==> src/rtl/fetch_sequencer_if.sv <==
// Memory read port, decode issue handshake and pc redirect signals of the fetch sequencer.
// master: the sequencer; slave: the memory/decode side.
interface fetch_sequencer_if;
    logic        mem_req;
    logic [15:0] mem_addr;
    logic        mem_ack;
    logic [15:0] mem_rdata;
    logic [15:0] ins;
    logic [15:0] ext;
    logic        ins_en;
    logic        ins_ready;
    logic [15:0] ins_pc;
    logic        set_pc;
    logic        add_pc;
    logic [15:0] pc_arg;

    modport master (
        output mem_req, mem_addr, ins, ext, ins_en, ins_pc,
        input  mem_ack, mem_rdata, ins_ready, set_pc, add_pc, pc_arg
    );

    modport slave (
        input  mem_req, mem_addr, ins, ext, ins_en, ins_pc,
        output mem_ack, mem_rdata, ins_ready, set_pc, add_pc, pc_arg
    );
endinterface

==> src/rtl/fetch_sequencer.sv <==
// Fetches an instruction word plus optional extension word and issues the pair to decode.
// Latency: 2 cycles per one-word and 3 per two-word instruction with zero-wait memory.
// Backpressure: the issued pair is held until ins_ready; a memory request is held until mem_ack.
module fetch_sequencer #(
    parameter logic [15:0] RESET_PC  = 16'h0000,
    parameter logic [15:0] EXT_MASK  = 16'hF000,
    parameter logic [15:0] EXT_MATCH = 16'hF000
) (
    input  logic              cpu_clk,
    input  logic              cpu_rst,
    fetch_sequencer_if.master bus
);
    typedef enum logic [1:0] {
        FETCH_INS = 2'd0,
        FETCH_EXT = 2'd1,
        ISSUE     = 2'd2
    } state_t;

    state_t      state;
    logic [15:0] pc;
    logic        flush;
    logic        mem_req_q;
    logic [15:0] mem_addr_q;
    logic [15:0] ins_q;
    logic [15:0] ext_q;
    logic [15:0] ins_pc_q;
    logic        ins_en_q;

    logic        redirect;
    logic [15:0] target;
    logic [15:0] next_pc;
    logic [15:0] pc_inc;
    logic        ack;
    logic        needs_ext;
    logic        accept;

    always_comb begin
        redirect  = bus.set_pc | bus.add_pc;
        target    = bus.set_pc ? bus.pc_arg : (ins_pc_q + bus.pc_arg);
        next_pc   = redirect ? target : pc;
        pc_inc    = pc + 16'd1;
        // an ack only means something while our request is up
        ack       = mem_req_q & bus.mem_ack;
        needs_ext = (bus.mem_rdata & EXT_MASK) == EXT_MATCH;
        accept    = ins_en_q & bus.ins_ready;
    end

    always_ff @(posedge cpu_clk) begin
        if (!cpu_rst) begin
            state      <= FETCH_INS;
            pc         <= RESET_PC;
            flush      <= 1'b0;
            mem_req_q  <= 1'b0;
            mem_addr_q <= RESET_PC;
            ins_q      <= 16'h0000;
            ext_q      <= 16'h0000;
            ins_pc_q   <= 16'h0000;
            ins_en_q   <= 1'b0;
        end else begin
            case (state)
                FETCH_INS, FETCH_EXT: begin
                    if (!mem_req_q) begin
                        // first cycle out of reset: no request in flight yet
                        mem_req_q  <= 1'b1;
                        mem_addr_q <= next_pc;
                        pc         <= next_pc;
                    end else if (ack) begin
                        if (flush || redirect) begin
                            // wrong-path data: drop it and restart at the newest pc
                            flush      <= 1'b0;
                            state      <= FETCH_INS;
                            mem_addr_q <= next_pc;
                            pc         <= next_pc;
                        end else if (state == FETCH_INS) begin
                            ins_q    <= bus.mem_rdata;
                            ins_pc_q <= pc;
                            pc       <= pc_inc;
                            if (needs_ext) begin
                                state      <= FETCH_EXT;
                                mem_addr_q <= pc_inc;
                            end else begin
                                ext_q     <= 16'h0000;
                                state     <= ISSUE;
                                mem_req_q <= 1'b0;
                                ins_en_q  <= 1'b1;
                            end
                        end else begin
                            ext_q     <= bus.mem_rdata;
                            pc        <= pc_inc;
                            state     <= ISSUE;
                            mem_req_q <= 1'b0;
                            ins_en_q  <= 1'b1;
                        end
                    end else if (redirect) begin
                        // request keeps running; its data is discarded on ack
                        pc    <= target;
                        flush <= 1'b1;
                    end
                end
                ISSUE: begin
                    if (accept || redirect) begin
                        ins_en_q   <= 1'b0;
                        state      <= FETCH_INS;
                        mem_req_q  <= 1'b1;
                        mem_addr_q <= next_pc;
                        pc         <= next_pc;
                    end
                end
                default: state <= FETCH_INS;
            endcase
        end
    end

    assign bus.mem_req  = mem_req_q;
    assign bus.mem_addr = mem_addr_q;
    assign bus.ins      = ins_q;
    assign bus.ext      = ext_q;
    assign bus.ins_en   = ins_en_q;
    assign bus.ins_pc   = ins_pc_q;
endmodule

==> src/flat_wrapper.sv <==
// flat-port wrapper written by rule: the top's interface ports become plain ports
module fetch_sequencer_flat 
#(
    parameter logic [15:0] RESET_PC  = 16'h0000,
    parameter logic [15:0] EXT_MASK  = 16'hF000,
    parameter logic [15:0] EXT_MATCH = 16'hF000
)
  (cpu_clk, cpu_rst, bus_mem_req, bus_mem_addr, bus_ins, bus_ext, bus_ins_en, bus_ins_pc, bus_mem_ack, bus_mem_rdata, bus_ins_ready, bus_set_pc, bus_add_pc, bus_pc_arg);
  fetch_sequencer_if bus_i ();
  input  logic cpu_clk;
  input  logic cpu_rst;
  output wire logic [$bits(bus_i.mem_req)-1:0] bus_mem_req;
  output wire logic [$bits(bus_i.mem_addr)-1:0] bus_mem_addr;
  output wire logic [$bits(bus_i.ins)-1:0] bus_ins;
  output wire logic [$bits(bus_i.ext)-1:0] bus_ext;
  output wire logic [$bits(bus_i.ins_en)-1:0] bus_ins_en;
  output wire logic [$bits(bus_i.ins_pc)-1:0] bus_ins_pc;
  input wire logic [$bits(bus_i.mem_ack)-1:0] bus_mem_ack;
  input wire logic [$bits(bus_i.mem_rdata)-1:0] bus_mem_rdata;
  input wire logic [$bits(bus_i.ins_ready)-1:0] bus_ins_ready;
  input wire logic [$bits(bus_i.set_pc)-1:0] bus_set_pc;
  input wire logic [$bits(bus_i.add_pc)-1:0] bus_add_pc;
  input wire logic [$bits(bus_i.pc_arg)-1:0] bus_pc_arg;
  assign bus_mem_req = bus_i.mem_req;
  assign bus_mem_addr = bus_i.mem_addr;
  assign bus_ins = bus_i.ins;
  assign bus_ext = bus_i.ext;
  assign bus_ins_en = bus_i.ins_en;
  assign bus_ins_pc = bus_i.ins_pc;
  assign bus_i.mem_ack = bus_mem_ack;
  assign bus_i.mem_rdata = bus_mem_rdata;
  assign bus_i.ins_ready = bus_ins_ready;
  assign bus_i.set_pc = bus_set_pc;
  assign bus_i.add_pc = bus_add_pc;
  assign bus_i.pc_arg = bus_pc_arg;
  fetch_sequencer #(.RESET_PC(RESET_PC), .EXT_MASK(EXT_MASK), .EXT_MATCH(EXT_MATCH)) u_core (.cpu_clk(cpu_clk), .cpu_rst(cpu_rst), .bus(bus_i));
endmodule
==> config.mk <==
export PLATFORM = sky130hd
export DESIGN_NAME = fetch_sequencer_flat
export DESIGN_NICKNAME = d
export VERILOG_FILES = /design/src/rtl/fetch_sequencer_if.sv /design/src/rtl/fetch_sequencer.sv /design/src/flat_wrapper.sv
export SDC_FILE = /design/constraint.sdc
export NUM_CORES = 1
export LEC_CHECK = 0
export ABC_AREA = 0
export BUFFER_PORTS_ARGS = -buffer_cell sky130_fd_sc_hd__buf_2
export CORE_MARGIN = 5
export CORE_UTILIZATION = 40
export DETAILED_ROUTE_END_ITERATION = 10
export GPL_TIMING_DRIVEN = 0
export PLACE_DENSITY = 0.71
export SETUP_SLACK_MARGIN = 0.1
export SLEW_MARGIN = 20
export SYNTH_ARGS = -nofsm -noshare
export SYNTH_HDL_FRONTEND = slang
export SYNTH_SLANG_ARGS = --single-unit
==> constraint.sdc <==
create_clock -name cpu_clk -period 5.1 [get_ports cpu_clk]
set_input_delay 0.255 -clock cpu_clk [delete_from_list [all_inputs] [get_ports cpu_clk]]
set_output_delay 0.255 -clock cpu_clk [all_outputs]
set_load 0.01 [all_outputs]
Word-level counts from Yosys, hierarchy flattened
Cells that the tools add are included.
{ "classes": {"n_addsub": 2, "n_eq_ne": 13, "mux": 39, "bitwise": 4, "reduce_logical": 13} }
{ "op_table": {"columns": ["cell", "count"], "rows": [
  ["2-to-1 mux 16 bit", 13],
  ["case mux 16 bit (2 select lines)", 2],
  ["adder 16 x 1 -> 16 bit, second input constant", 1],
  ["adder 16 bit", 1],
  ["2-to-1 mux 1 bit", 15],
  ["AND reduction 5 bit", 3],
  ["2-to-1 mux 2 bit", 6],
  ["!= test 4 bit, second input constant", 2],
  ["!= test 2 x 1 -> 1 bit, second input constant", 3],
  ["!= test 2 bit, second input constant", 3],
  ["!= test 3 bit, second input constant", 2],
  ["AND reduction 6 bit", 1],
  ["== test 4 bit, second input constant", 1],
  ["case mux 1 bit (2 select lines)", 2],
  ["case mux 2 bit (2 select lines)", 1],
  ["AND reduction 4 bit", 1],
  ["nonzero test 2 bit", 2],
  ["AND reduction 3 bit", 1],
  ["AND 1 bit", 2],
  ["== test 2 x 1 -> 1 bit, second input constant", 1],
  ["== test 2 bit, second input constant", 1],
  ["logical NOT 2 bit", 1],
  ["logical OR 1 bit", 2],
  ["AND reduction 2 bit", 1],
  ["other kinds (3)", 3]
]} }
{ "totals": {"reg_bits": 85, "input_bits": 38, "output_inout_bits": 66, "elab_cells": 80} }

Logic depth before layout (Yosys ltp)
{ "depth": {"depth_word": 7, "ltp_mapped": 11, "mapped_depth_nobuf": 10} }

Worst setup path after synthesis
Ideal clock, no wire load.
{ "synth_timing": {"kind": "reg-to-reg", "start": "register u_core.ins_pc_q[0] (netlist: u_core.bus.ins_pc[0])", "end": "register u_core.pc[12]", "setup_time_ps": 96, "arrival_time_ps": 2607, "t_required_ps": 5004, "slack_ps": 2397, "stages_incl_launch_ff": 11, "path_buffers": 0, "synth_period_minus_slack_ps": 2703, "cell_sequence": "dfxtp_1 ha_1 fa_1 a21o_1 a21o_1 a2111o_1 nand3_2 nand4_1 a31o_1 mux2_2 o41ai_2"} }
{ "synth_between": {"elab_chain_cells": 7, "word_cells_on_any_way": 8, "cone_classes": "1 x add/sub; 7 x mux"} }
{ "synth_lines": {"columns": ["element", "line", "source"], "rows": [
  ["start: declaration", "fetch_sequencer.sv:26", "logic [15:0] ins_pc_q;"],
  ["start signal: assignment", "fetch_sequencer.sv:76", "ins_pc_q <= pc;"],
  ["adder 16 bit *", "fetch_sequencer.sv:39", "target = bus.set_pc ? bus.pc_arg : (ins_pc_q + bus.pc_arg);"],
  ["2-to-1 mux 16 bit *", "fetch_sequencer.sv:39", null],
  ["2-to-1 mux 16 bit *", "fetch_sequencer.sv:94", "end else if (redirect) begin"],
  ["2-to-1 mux 16 bit", "fetch_sequencer.sv:68", "if (flush || redirect) begin"],
  ["2-to-1 mux 16 bit", "fetch_sequencer.sv:67", "end else if (ack) begin"],
  ["2-to-1 mux 16 bit", "fetch_sequencer.sv:62", "if (!mem_req_q) begin"],
  ["case mux 16 bit (2 select lines) *", "fetch_sequencer.sv:60", "case (state)"],
  ["end signal: assignment", "fetch_sequencer.sv:66", "pc <= next_pc;"],
  ["end signal: assignment", "fetch_sequencer.sv:73", "pc <= next_pc;"],
  ["end signal: assignment", "fetch_sequencer.sv:77", "pc <= pc_inc;"],
  ["end: declaration", "fetch_sequencer.sv:20", "logic [15:0] pc;"]
]} }
Mark *: on every way between the ends. The rest lies on a longest branch, timed or not. The select of a mux whose other input is x is not followed.
A chain may end at the register's enable or synchronous reset.

Worst setup path after layout
{ "layout_timing": {"start": "register u_core.ins_pc_q[0] (netlist: u_core.bus.ins_pc[0])", "end": "register u_core.mem_addr_q[10] (netlist: u_core.bus.mem_addr[10])"} }
{ "layout_between": {"elab_chain_cells": 7, "word_cells_on_any_way": 8, "cone_classes": "1 x add/sub; 7 x mux"} }
{ "layout_lines": {"columns": ["element", "line", "source"], "rows": [
  ["adder 16 bit *", "fetch_sequencer.sv:39", null],
  ["2-to-1 mux 16 bit *", "fetch_sequencer.sv:39", null],
  ["2-to-1 mux 16 bit *", null, null],
  ["2-to-1 mux 16 bit", "fetch_sequencer.sv:68", null],
  ["2-to-1 mux 16 bit", "fetch_sequencer.sv:67", null],
  ["2-to-1 mux 16 bit", "fetch_sequencer.sv:62", null],
  ["case mux 16 bit (2 select lines) *", "fetch_sequencer.sv:60", null],
  ["end signal: assignment", "fetch_sequencer.sv:65", "mem_addr_q <= next_pc;"],
  ["end signal: assignment", "fetch_sequencer.sv:72", "mem_addr_q <= next_pc;"],
  ["end signal: assignment", "fetch_sequencer.sv:80", "mem_addr_q <= pc_inc;"],
  ["end: declaration", "fetch_sequencer.sv:23", "logic [15:0] mem_addr_q;"]
]} }
Marked as above.

==> flow_results.xml <==
<?xml version="1.0" encoding="UTF-8"?>
<metrics>
  <group name="drt">
    <metric name="route.vias.total" unit="">5177</metric>
    <metric name="drtIter0Drc" unit="">479</metric>
    <metric name="drcViolationCount" unit="">0</metric>
    <metric name="routed_len_inst" unit="um">17.3</metric>
    <metric name="drt_wl_total" unit="um">15600</metric>
    <metric name="avgViaCountPerCell" unit="">5.77</metric>
    <metric name="drt-pass1-iter-count" unit="">5</metric>
    <metric name="antenna_left" unit="">0</metric>
  </group>
  <group name="critical_path">
    <metric name="largest_delay_share_family_worst_path" unit="">compound AO/OA/AOI/OAI gates</metric>
    <metric name="cp-end-kind" unit="">register</metric>
    <metric name="crit_slowest_cell" unit="">a2111o_1</metric>
    <metric name="path_class" unit="">register to register</metric>
    <metric name="path_cells" unit="">ha_1, fa_1, a21o_1, a21o_1, a2111o_1, nand3_2, a31o_2, o221ai_1, a311oi_1, nor3_1</metric>
    <metric name="worst_path_most_repeated_cell" unit="">a21o_1</metric>
    <metric name="largest_incremental_delay_on_the_critical_path" unit="ps">490</metric>
    <metric name="crit_path_max_fanout" unit="">4</metric>
    <metric name="startpoint_types" unit="">register</metric>
    <metric name="cp_data_required_time" unit="ps">5310</metric>
    <metric name="worstPathBufferInverterCount" unit="">0</metric>
    <metric name="worst_ep_arrival_time" unit="ps">3140</metric>
  </group>
  <group name="hold_path">
    <metric name="min-delay-path-class" unit="">input pin to register</metric>
  </group>
  <group name="cells_and_area">
    <metric name="antenna_cells" unit="">0</metric>
    <metric name="nFillCells" unit="">1166</metric>
    <metric name="final_design_area_no_fill" unit="um^2">5720</metric>
    <metric name="design.final.nets" unit="">804</metric>
    <metric name="syn_to_final_growth" unit="%">20.9</metric>
    <metric name="layout-drive-gt1-share" unit="%">18.2</metric>
    <metric name="multiInputGateArea" unit="um^2">2830</metric>
    <metric name="area.sequential" unit="um^2">1700</metric>
  </group>
  <group name="sta">
    <metric name="timing.max_slew.rel_slack" unit="%">52.2</metric>
    <metric name="finalHoldViolCount" unit="">0</metric>
    <metric name="final_max_slew_viol_count" unit="">0</metric>
    <metric name="timing.final.crit_period" unit="ps">2930</metric>
    <metric name="rsz0062_at_grt" unit="">no</metric>
    <metric name="postLayoutSetupSlackWorst" unit="ps">2170</metric>
    <metric name="timing_worst_slew_pin_value" unit="ps">717</metric>
    <metric name="tns" unit="ps">0</metric>
    <metric name="whs" unit="ps">147</metric>
    <metric name="max_freq" unit="MHz">341</metric>
    <metric name="final_min_period_over_clock_period" unit="%">57.5</metric>
    <metric name="total_of_endpoints_with_negative_setup_slack_in_the_final_report" unit="">0</metric>
    <metric name="fin_worst_skew" unit="ps">6.81</metric>
  </group>
  <group name="clock_network">
    <metric name="ctsHoldBuffers" unit="">0</metric>
    <metric name="clk_pin_slew_worst_paths" unit="ps">70</metric>
    <metric name="root_buffer" unit="">clkbuf_16</metric>
    <metric name="cts_made_buffers" unit="">9</metric>
    <metric name="insertion_delay" unit="ps">350</metric>
    <metric name="post-cts-setup-buffer-count" unit="">0</metric>
    <metric name="count_of_h_tree_levels_built_during_cts" unit="">3</metric>
    <metric name="cts.sink_count" unit="">85</metric>
    <metric name="post_cts.resized_instances" unit="">0</metric>
    <metric name="tritoncts_clock_tree" unit="">yes</metric>
    <metric name="cts.path.max_buffers" unit="">2</metric>
  </group>
  <group name="synthesis">
    <metric name="synthDominantCellAreaShare" unit="%">36.0</metric>
    <metric name="synth.area.top_cells" unit="">dfxtp_1 (36%), nand2_1 (9.7%), a21oi_1 (9.0%), ha_1 (4.2%), nor2_1 (4.0%)</metric>
    <metric name="ys_seq_elements" unit="">85</metric>
    <metric name="yosysSeqAreaShare" unit="%">36.0</metric>
    <metric name="synth-compound-area-share" unit="%">24.1</metric>
    <metric name="yosys_warnings" unit="">0</metric>
    <metric name="synth-async-reset-ratio" unit="%">0</metric>
    <metric name="synthTopCellsByCount" unit="">nand2_1 (122), a21oi_1 (85), dfxtp_1 (85)</metric>
    <metric name="ys_dominant_reg_cell" unit="">dfxtp_1</metric>
    <metric name="syn_avg_cell_area" unit="um^2">7.42</metric>
    <metric name="synth.area.mux_share" unit="%">2.01</metric>
    <metric name="post_synthesis_simple_gate_area_fraction" unit="%">25.9</metric>
    <metric name="synth.cell_area" unit="um^2">4730</metric>
    <metric name="yosys.area_share.adder" unit="%">4.66</metric>
    <metric name="synth_nets" unit="">692</metric>
    <metric name="synthXorXnorAreaFrac" unit="%">3.15</metric>
    <metric name="synth-edff-count" unit="">0</metric>
    <metric name="main_combinational_cell_family_by_area_after_synthesis" unit="">simple AND/OR/NAND/NOR gates</metric>
    <metric name="yosysMostFrequentCell" unit="">nand2_1</metric>
    <metric name="count_of_mapped_cells_out_of_synthesis" unit="">637</metric>
    <metric name="synth_largest_area_cell" unit="">dfxtp_1</metric>
    <metric name="synth.lib_cells_used.distinct" unit="">62</metric>
  </group>
  <group name="place">
    <metric name="gp_congestion" unit="">0.882</metric>
    <metric name="count_of_input_and_output_buffers" unit="">101</metric>
    <metric name="placement.setup.worst_slack" unit="ps">2160</metric>
    <metric name="placement_stage_cell_area" unit="um^2">5410</metric>
    <metric name="dp_hpwl" unit="um">11900</metric>
  </group>
  <group name="global_route">
    <metric name="grt_pass1_vias" unit="">4938</metric>
    <metric name="wire_length_of_the_first_global_routing_pass" unit="um">25100</metric>
    <metric name="antenna_found_initial" unit="">0</metric>
    <metric name="globalRoute.totalOverflow" unit="">0</metric>
    <metric name="grt_start_max_net_pins" unit="">17</metric>
    <metric name="grt_util_all_layers" unit="%">21.9</metric>
  </group>
  <group name="floorplanning">
    <metric name="dieHeight" unit="um">119</metric>
    <metric name="fp.coreArea" unit="um^2">11500</metric>
    <metric name="number_of_top_level_design_ports" unit="">104</metric>
    <metric name="design.die.area" unit="um^2">14100</metric>
    <metric name="placementRows" unit="">39</metric>
    <metric name="initial_utilization" unit="%">41.1</metric>
    <metric name="fp.dieW" unit="um">119</metric>
  </group>
  <group name="pwr">
    <metric name="ir_worst_vdd" unit="V">0.000284</metric>
    <metric name="power_leakage" unit="uW">0.00240</metric>
    <metric name="total_power_divided_by_cell_area" unit="nW/um^2">289</metric>
  </group>
  <group name="flow_run">
    <metric name="timing.max_cap.violations" unit="">0</metric>
  </group>
  <group name="status">
    <metric name="result_of_the_run" unit="">finished clean</metric>
  </group>
</metrics>
## area by class of cell
type,count,share of cell area [%]
clock inverters,6,1.33
plain buffers,42,2.91
multi-input cells,502,49.5
repair buffers,101,8.84
clock buffers,10,4.00
flip-flops and latches,85,29.8
inverters,8,0.525
well taps,143,3.13
## worst paths after layout
check | from | slack (ps) | endpoint | cells after the start
worst max-delay path | u_core.bus.ins_pc[0]$_SDFFE_PN0P_ | 2170 | u_core.bus.mem_addr[10]$_SDFFE_PN0P_ | 10
worst min-delay path | bus_mem_ack | 150 | u_core.flush$_SDFFE_PN0P_ | 2
worst max register to register | u_core.bus.ins_pc[0]$_SDFFE_PN0P_ | 2170 | u_core.bus.mem_addr[10]$_SDFFE_PN0P_ | 10
worst min register to register | u_core.bus.ins[11]$_SDFFE_PN0P_ | 460 | u_core.bus.ins[11]$_SDFFE_PN0P_ | 2
## power by group
group	switching [uW]	total [uW]	leakage (uW)	internal, uW
Combinational	150	239	0.00156	89.5
Clock	303	693	0.000150	391
Sequential	25.7	718	0.000694	693
Total	478	1650	0.00240	1170
## per-layer routing
metal	vias to the layer above	GRT usage [%]	wire length [um]
met4	0	6.66	248
met1	2431	28.5	6820
met5	-	0	0
met3	23	7.31	1610
met2	236	34.6	6880
li1	2487	-	-
## cell families (layout without fill, tap and decap cells)
kind of cell,count (synthesis),count (layout)
XOR/XNOR,17,17
multiplexers,9,9
buffers and inverters,50,167
flip-flops,85,85
AND/OR/NAND/NOR,274,274
adder cells (fa/ha/maj),17,17
AO/OA/AOI/OAI,185,185
## layout by cell type, fill, tap and decap left out, types with 3 or more instances in the layout
| master | count |
|---|---|
| mux2_2 | 3 |
| o21ai_1 | 9 |
| a211oi_1 | 11 |
| nand4_1 | 7 |
| clkbuf_16 | 9 |
| a21o_1 | 4 |
| inv_6 | 4 |
| a311oi_1 | 3 |
| o22ai_1 | 5 |
| xnor2_1 | 8 |
| nor3_1 | 21 |
| or3_1 | 6 |
| buf_2 | 108 |
| buf_1 | 3 |
| mux2i_1 | 5 |
| nand3_1 | 35 |
| a22oi_1 | 3 |
| a31oi_1 | 5 |
| ha_1 | 16 |
| nand2_1 | 122 |
| a21oi_1 | 85 |
| and3_1 | 5 |
| nand2b_1 | 8 |
| o211ai_1 | 6 |
| a211o_1 | 4 |
| nor2b_1 | 6 |
| xor2_1 | 9 |
| nor2_1 | 51 |
| and2_1 | 3 |
| clkbuf_1 | 33 |
| dfxtp_1 | 85 |
| o21ai_0 | 24 |
| inv_1 | 7 |
## per-stage QoR
| step | util, % | power, uW | cells |
|---|---|---|---|
| 3_5_place_dp | 47.0 | 967 | 881 |
| 4_1_cts | 49.7 | 1660 | 897 |
| 3_3_place_gp | 47.0 | 962 | 881 |
| 2_1_floorplan | - | 877 | 637 |
| 5_1_grt | 49.7 | 1720 | 897 |
| 6_report | 49.7 | 1650 | 897 |
## flip-flops by register name, indices dropped and copies added, names as in the netlist
signal / count
u_core.bus.ext: 16
u_core.bus.mem_addr: 16
u_core.state: 2
u_core.bus.mem_req: 1
u_core.bus.ins: 16
u_core.pc: 16
u_core.flush: 1
u_core.bus.ins_pc: 16
u_core.bus.ins_en: 1
No activity file was read; power rests on OpenSTA's default activity.
